**config.mk**
```make
export PLATFORM = sky130hd
export DESIGN_NAME = uart_tx_fifo
export DESIGN_NICKNAME = d
export VERILOG_FILES = /design/src/rtl/uart_tx_fifo.sv
export SDC_FILE = /design/constraint.sdc
export NUM_CORES = 1
export LEC_CHECK = 0
export ABC_AREA = 1
export BUFFER_PORTS_ARGS = -buffer_cell sky130_fd_sc_hd__clkbuf_2
export CAP_MARGIN = 0
export CORE_MARGIN = 2
export CORE_UTILIZATION = 50
export DETAILED_ROUTE_END_ITERATION = 8
export PLACE_DENSITY = 0.77
export SETUP_SLACK_MARGIN = 0.1
export SLEW_MARGIN = 20
export SYNTH_ARGS = -nofsm -noshare
export SYNTH_HDL_FRONTEND = slang
export SYNTH_SLANG_ARGS = --single-unit
```
**constraint.sdc**
```tcl
create_clock -name clk -period 1.8 [get_ports clk]
set_input_delay 0.18 -clock clk [delete_from_list [all_inputs] [get_ports clk]]
set_output_delay 0.18 -clock clk [all_outputs]
set_load 0.05 [all_outputs]
```
**src/rtl/uart_tx_fifo.sv**
```systemverilog
// uart_tx_fifo
// Byte FIFO plus transmit sequencer sitting directly in front of the uart
// core's transmit side. Bytes pushed by the producer are queued and handed
// to the uart one at a time over the transmit / tx_byte / is_transmitting
// handshake. A launched byte stays in the FIFO until the uart acknowledges
// it by raising is_transmitting. If the uart never starts, the same byte is
// re-pulsed after START_TIMEOUT cycles.
//
// Ports
//   clk             single clock, shared with the uart core
//   rst             asynchronous, active-high reset
//   wr_en, wr_data  push one byte per cycle (dropped when full)
//   full, empty     registered occupancy flags
//   count           occupancy, 0..DEPTH
//   overflow        sticky flag: a push was attempted while full
//   clr_overflow    clears overflow (a simultaneous set wins)
//   transmit        one-cycle launch request to the uart core
//   tx_byte         byte presented to the uart core
//   is_transmitting uart core busy flag
//   busy            sequencer is not idle
module uart_tx_fifo #(
  parameter int DEPTH         = 16,
  parameter int AW            = 4,
  parameter int START_TIMEOUT = 8
) (
  input  logic          clk,
  input  logic          rst,
  input  logic          wr_en,
  input  logic [7:0]    wr_data,
  output logic          full,
  output logic          empty,
  output logic [AW:0]   count,
  output logic          overflow,
  input  logic          clr_overflow,
  output logic          transmit,
  output logic [7:0]    tx_byte,
  input  logic          is_transmitting,
  output logic          busy
);

  localparam logic [AW:0] FULL_CNT = DEPTH[AW:0];
  localparam logic [7:0]  TMO_MAX  = START_TIMEOUT[7:0];

  typedef enum logic [1:0] {
    IDLE,
    LAUNCH,
    WAIT_START,
    WAIT_DONE
  } state_t;

  state_t          state;
  logic [7:0]      mem [DEPTH];
  logic [AW-1:0]   wr_ptr;
  logic [AW-1:0]   rd_ptr;
  logic [7:0]      tmo_cnt;
  logic            push;
  logic            pop;
  logic [AW:0]     count_next;

  // A byte leaves the FIFO only once the uart has actually started on it,
  // so a lost launch can be retried without losing data.
  assign push = wr_en & ~full;
  assign pop  = (state == WAIT_START) & is_transmitting;
  assign busy = (state != IDLE);

  always_comb begin
    count_next = count;
    if (push && !pop) begin
      count_next = count + 1'b1;
    end else if (pop && !push) begin
      count_next = count - 1'b1;
    end
  end

  // Storage: data only, no reset needed.
  always_ff @(posedge clk) begin
    if (push) begin
      mem[wr_ptr] <= wr_data;
    end
  end

  // FIFO bookkeeping. Pointers wrap naturally because DEPTH == 2**AW.
  always_ff @(posedge clk or posedge rst) begin
    if (rst) begin
      wr_ptr   <= '0;
      rd_ptr   <= '0;
      count    <= '0;
      full     <= 1'b0;
      empty    <= 1'b1;
      overflow <= 1'b0;
    end else begin
      if (push) begin
        wr_ptr <= wr_ptr + 1'b1;
      end
      if (pop) begin
        rd_ptr <= rd_ptr + 1'b1;
      end
      count <= count_next;
      full  <= (count_next == FULL_CNT);
      empty <= (count_next == '0);
      // Set has priority over clear so no overflow event is ever missed.
      if (wr_en && full) begin
        overflow <= 1'b1;
      end else if (clr_overflow) begin
        overflow <= 1'b0;
      end
    end
  end

  // Transmit sequencer. transmit is registered and is high exactly while the
  // state is LAUNCH, so every entry into LAUNCH raises it for one cycle.
  always_ff @(posedge clk or posedge rst) begin
    if (rst) begin
      state    <= IDLE;
      transmit <= 1'b0;
      tx_byte  <= 8'h00;
      tmo_cnt  <= 8'h00;
    end else begin
      transmit <= 1'b0;
      case (state)
        IDLE: begin
          if (!empty && !is_transmitting) begin
            tx_byte  <= mem[rd_ptr];
            transmit <= 1'b1;
            state    <= LAUNCH;
          end
        end
        LAUNCH: begin
          tmo_cnt <= 8'h00;
          state   <= WAIT_START;
        end
        WAIT_START: begin
          if (is_transmitting) begin
            state <= WAIT_DONE;
          end else if (tmo_cnt == TMO_MAX) begin
            // uart ignored the request: re-pulse the same byte
            transmit <= 1'b1;
            state    <= LAUNCH;
          end else begin
            tmo_cnt <= tmo_cnt + 8'd1;
          end
        end
        WAIT_DONE: begin
          if (!is_transmitting) begin
            state <= IDLE;
          end
        end
        default: begin
          state <= IDLE;
        end
      endcase
    end
  end

endmodule

```
# Word level (Yosys, flattened, before mapping)
# Memories as Yosys holds them, arrays and structs flattened. A register that Yosys moved wholly into a read port is not among the register bits.
# Index checks and enable logic that the tools add are counted.
[totals] register_bits=27 mem_bits_rw=128 in_bits=13 output_inout_bits=18 wordCells=62 n_memories=1
[memory_table] name="mem" depth=16 word_bits=8 read_ports=1 rd_clocked_by_memory_dff=1 wr=1 line_no="52" text="logic [7:0] mem [DEPTH];"
[op_classes] addsub=5 eq_ne=10 n_mux=18 n_bitwise=3 n_reduce_logical=16
[op_table] cell="8-bit two-way mux" n=2
[op_table] cell="8-bit one-hot mux with 2 select lines" n=1
[op_table] cell="5-bit two-way mux" n=2
[op_table] cell="4-bit by 1-bit adder with 4-bit output (second input constant)" n=2
[op_table] cell="8-bit by 1-bit adder with 8-bit output (second input constant)" n=1
[op_table] cell="8-bit by 4-bit == test with 1-bit output (second input constant)" n=1
[op_table] cell="2-bit two-way mux" n=4
[op_table] cell="2-bit inequality test (second input constant)" n=4
[op_table] cell="2-bit one-hot mux with 4 select lines" n=1
[op_table] cell="1-bit two-way mux" n=7
[op_table] cell="3-bit AND reduction" n=2
[op_table] cell="2-bit nonzero test" n=3
[op_table] cell="5-bit by 1-bit adder with 5-bit output (second input constant)" n=1
[op_table] cell="5-bit == test (second input constant)" n=1
[op_table] cell="5-bit logical NOT" n=1
[op_table] cell="5-bit by 1-bit subtractor with 5-bit output (second input constant)" n=1
[op_table] cell="2-bit == test (second input constant)" n=2
[op_table] cell="1-bit logical AND" n=4
[op_table] cell="1-bit logical NOT" n=4
[op_table] cell="3-bit by 2-bit inequality test with 1-bit output (second input constant)" n=1
[op_table] cell="1-bit bitwise AND" n=2
[op_table] cell="2-bit by 1-bit == test with 1-bit output (second input constant)" n=1
[op_table] cell="2-bit logical NOT" n=1
[op_table] cell="1-bit one-hot mux with 2 select lines" n=1
[op_table] cell="2 further kinds" n=2

# Logic depth before layout (Yosys ltp)
[logic_depth] word_depth=7 depth_mapped=11

# Least setup slack after synthesis
# OpenSTA, ideal clock, no wires.
[synth_path] path_type="reg-to-reg" start="register full" end="memory mem[11][0], enable pin" t_arrival_ns=1.476 slack_ns=-0.046 path_stages_with_launch=5 synth_period_minus_slack_ns=1.846 cell_sequence="dfrtp_1 -> nor2_4 -> buf_4 -> nand2_1 -> nor2_1"
[synth_via] elab_chain_len=4
[synth_lines] element="start, declared" line_no="30" text="output logic full,"
[synth_lines] element="start signal, assigned" line_no="99" text="full <= (count_next == FULL_CNT);"
[synth_lines] element="1-bit inverter" line_no="62" text="assign push = wr_en & ~full;"
[synth_lines] element="1-bit bitwise AND" line_no="62"
[synth_lines] element="1-bit two-way mux" line_no="77" text="if (push) begin"
[synth_lines] element="1-bit two-way mux (implied by the code)" line_no="78" text="mem[wr_ptr] <= wr_data;"
[synth_lines] element="end, declared" line_no="52"
# Every way passes these cells.

# Worst setup path after layout
[layout_path] start="register wr_ptr[0]" end="memory mem[4][5], enable pin"
[layout_lines] element="start, declared" line_no="53" text="logic [AW-1:0] wr_ptr;"
[layout_lines] element="start signal, assigned" line_no="93" text="wr_ptr <= wr_ptr + 1'b1;"
# Straight into the memory's write port.

==> results.md <==
- Endpoint class of the critical path: flop
- TritonCTS clock tree: yes
- Clock Latency Late Sink: 0.42 ns
- Detailed Route WL: 16.1 mm
- Clock sink count: 163
- DRC Markers: 0
- Post-synthesis sequential element count: 163
- Synth Flop Type: edfxtp_1
- Max incr delay on CP: 0.43 ns
- Critical Path RT: 1.93 ns
- Nets@finish: 736
- RSZ-0062 raised after global routing: yes
- Ranking of synthesized cells by area: edfxtp_1 55%, dfrtp_1 12%, nand2_1 8.1%
- Fillers: 1075
- Commonest cells post-synth: 152 x nand2_1, 128 x edfxtp_1, 120 x nor2_1
- Via count: 4997
- Slowest CP cell: dfrtp_1
- Floorplan Core Area: 0.0138 mm^2
- Class of the worst hold path: primary input to flop
- Net Count, Synth: 687
- Placed insts: 870
- Max VDD drop: 0.000869 V
- Avg Vias per Cell: 5.51
- Initial Utilization: 0.509
- Final worst slack: 0.173 ns
- Pre-CTS setup slack: 0.204 ns
- Critical Path AT: 1.76 ns
- Vias in the first global route: 4734
- Register area share after synthesis: 0.670
- Clock buffer count from CTS: 17
- Die Ht: 123 um
- CTS Buffer Depth: 2
- Worst setup SP type: flop
- Port-buffer cells: 30
- Critical path cell sequence: inv_1 > ha_1 > nand2_1 > nor2_1 > buf_4
- Tcrit/Tclk final: 0.904
- Status: finished, final reports clean
- Fin. Hold Viols: 0
- Drt initial violations: 667
- Finished Layout Cells: 907
- Reg2Reg Setup Slack: 0.17 ns
- Hold Slack: 0.0982 ns
- Yosys top cell by area: edfxtp_1
- Endpoints failing setup: 0
- Share of cells above drive strength 1: 0.144
- TNS Setup: 0 ns
- Mapped Avg Cell Area: 10.6 um^2
- GR Overflow Total: 0
- Leak: 3.19 nW
- Cell with the most instances after synthesis: nand2_1
- Drt pass-1 iters: 8
- Largest net degree at the start of global routing: 52
- Setup Skew: 0.00869 ns
- Gr usage total: 0.225
- Clock Tree Root: clkbuf_16
- Async SR Flop Fraction: 0.215
- Final Max Slew Viols: 0
- H-tree Lvls: 4
- Distinct cells, synth: 31
- Final min period: 1.63 ns
- Die Wd: 123 um
- Area share of the largest cell type after synthesis: 0.546
- Syn Std Cell Area: 0.00704 mm^2
- EDFF count, synth: 128
- Wire per inst: 17.7 um
- Global-route wire length before repair: 24.7 mm
- YS warnings: 0
- Critical path class: flop to flop
- Post-route ant nets: 0
- Syn Inst Count: 665
- Row cnt: 43
- Fmax: 0.615 GHz
- Slew margin rel.: 0.653
- Cell Pwr Density: 1660 mW/mm^2
- Worst Max-Slew Pin Slew: 0.517 ns
- Routability cong.: 0.956
- Reg clk slew, reported paths: 0.06 ns
- Critical path's top delay family: flip-flops
- Area Overhead vs Synth: 14.5%
- Die Area: 0.0151 mm^2
- Initial antenna violation count: 0
- Ant diodes: 0
- Maxcap violations: 0
- Ports: 31
- HPWL after DPL: 10.4 mm
- Worst-path maximum fanout: 8
- Buf/Inv on CP: 2
[repair_timing]
item	4_1_cts	5_1_grt
hold buffers	2	0
endpoints found under the hold margin	35	0
setup buffers	0	3
setup endpoints to repair	0	4
gates resized for setup	0	1
[area by class of cell]
cell class	count	area, um^2	area share
repair buffers	57	395	0.0490
well taps	180	225	0.0279
clock inverters	9	58.8	0.00729
multi-input cells	445	2090	0.259
inverters	30	113	0.0140
flip-flops and latches	163	4720	0.586
clock buffers	23	458	0.0568
[power by group]
part           total [mW]  internal (mW)  switching, mW
Clock                3.15           1.79           1.36
Sequential           5.06           4.67          0.392
Combinational        5.14           1.49           3.66
[logic make-up after synthesis]
| family | synth area share |
|---|---|
| simple gates | 0.217 |
| fa+ha+maj | 0.0160 |
| xor+xnor | 0.0162 |
| flops | 0.670 |
| buf+inv | 0.0364 |
| compound gates | 0.0446 |
[routing by layer]
metal  global-route usage  wire length [um]  vias up
li1                     -                 -     2350
met1                0.286              6480     2357
met2                0.362              7680      232
met3               0.0441              1160       58
met4                0.129               741        0
met5                    0                 0        -
[state kept, by name (all words and copies together), names as in the netlist]
name      flops
mem         128
tmo_cnt       8
tx_byte       8
count         5
rd_ptr        4
wr_ptr        4
state         2
empty         1
full          1
overflow      1
transmit      1
[per-stage QoR]
step	instance area (um^2)	total power, mW	util
3_3_place_gp	7500	9.93	0.542
4_1_cts	8040	13.3	0.581
5_1_grt	8070	14.1	0.583
2_1_floorplan	7070	8.65	-
6_report	8070	13.4	0.583
3_5_place_dp	7500	10.1	0.542
[placed cells by master (no fill, tap or decap), drive strengths merged]
| master | n |
|---|---|
| clkbuf | 53 |
| xor2 | 13 |
| edfxtp | 128 |
| nand2 | 155 |
| buf | 25 |
| dfstp | 1 |
| dlygate4sd3 | 2 |
| nand3 | 68 |
| or2 | 2 |
| ha | 9 |
| clkinv | 7 |
| dfrtp | 34 |
| clkinvlp | 3 |
| nor3 | 5 |
| o31ai | 1 |
| nand3b | 1 |
| nand4 | 6 |
| nor2 | 124 |
| o22ai | 1 |
| inv | 29 |
| o21ai | 57 |
| a21oi | 3 |
[worst register-to-register path: stages (launching register included)]
cell	delay, ns
dfrtp_1	0.43
inv_1	0.14
ha_1	0.18
nand2_1	0.19
nor2_1	0.20
buf_4	0.19
[final timing paths]
| kind | from | cells after the start | to |
|---|---|---|---|
| min in group asynchronous | rst | 4 | state[0] |
| max in group asynchronous | rst | 4 | full |
| max | wr_ptr[0] | 5 | mem[4][5] |
| min reg2reg | tx_byte[2] | 2 | tx_byte[2] |
| min | wr_en | 3 | overflow |
| max reg2reg | wr_ptr[0] | 5 | mem[4][5] |
Power figures use the tool's default switching activity.
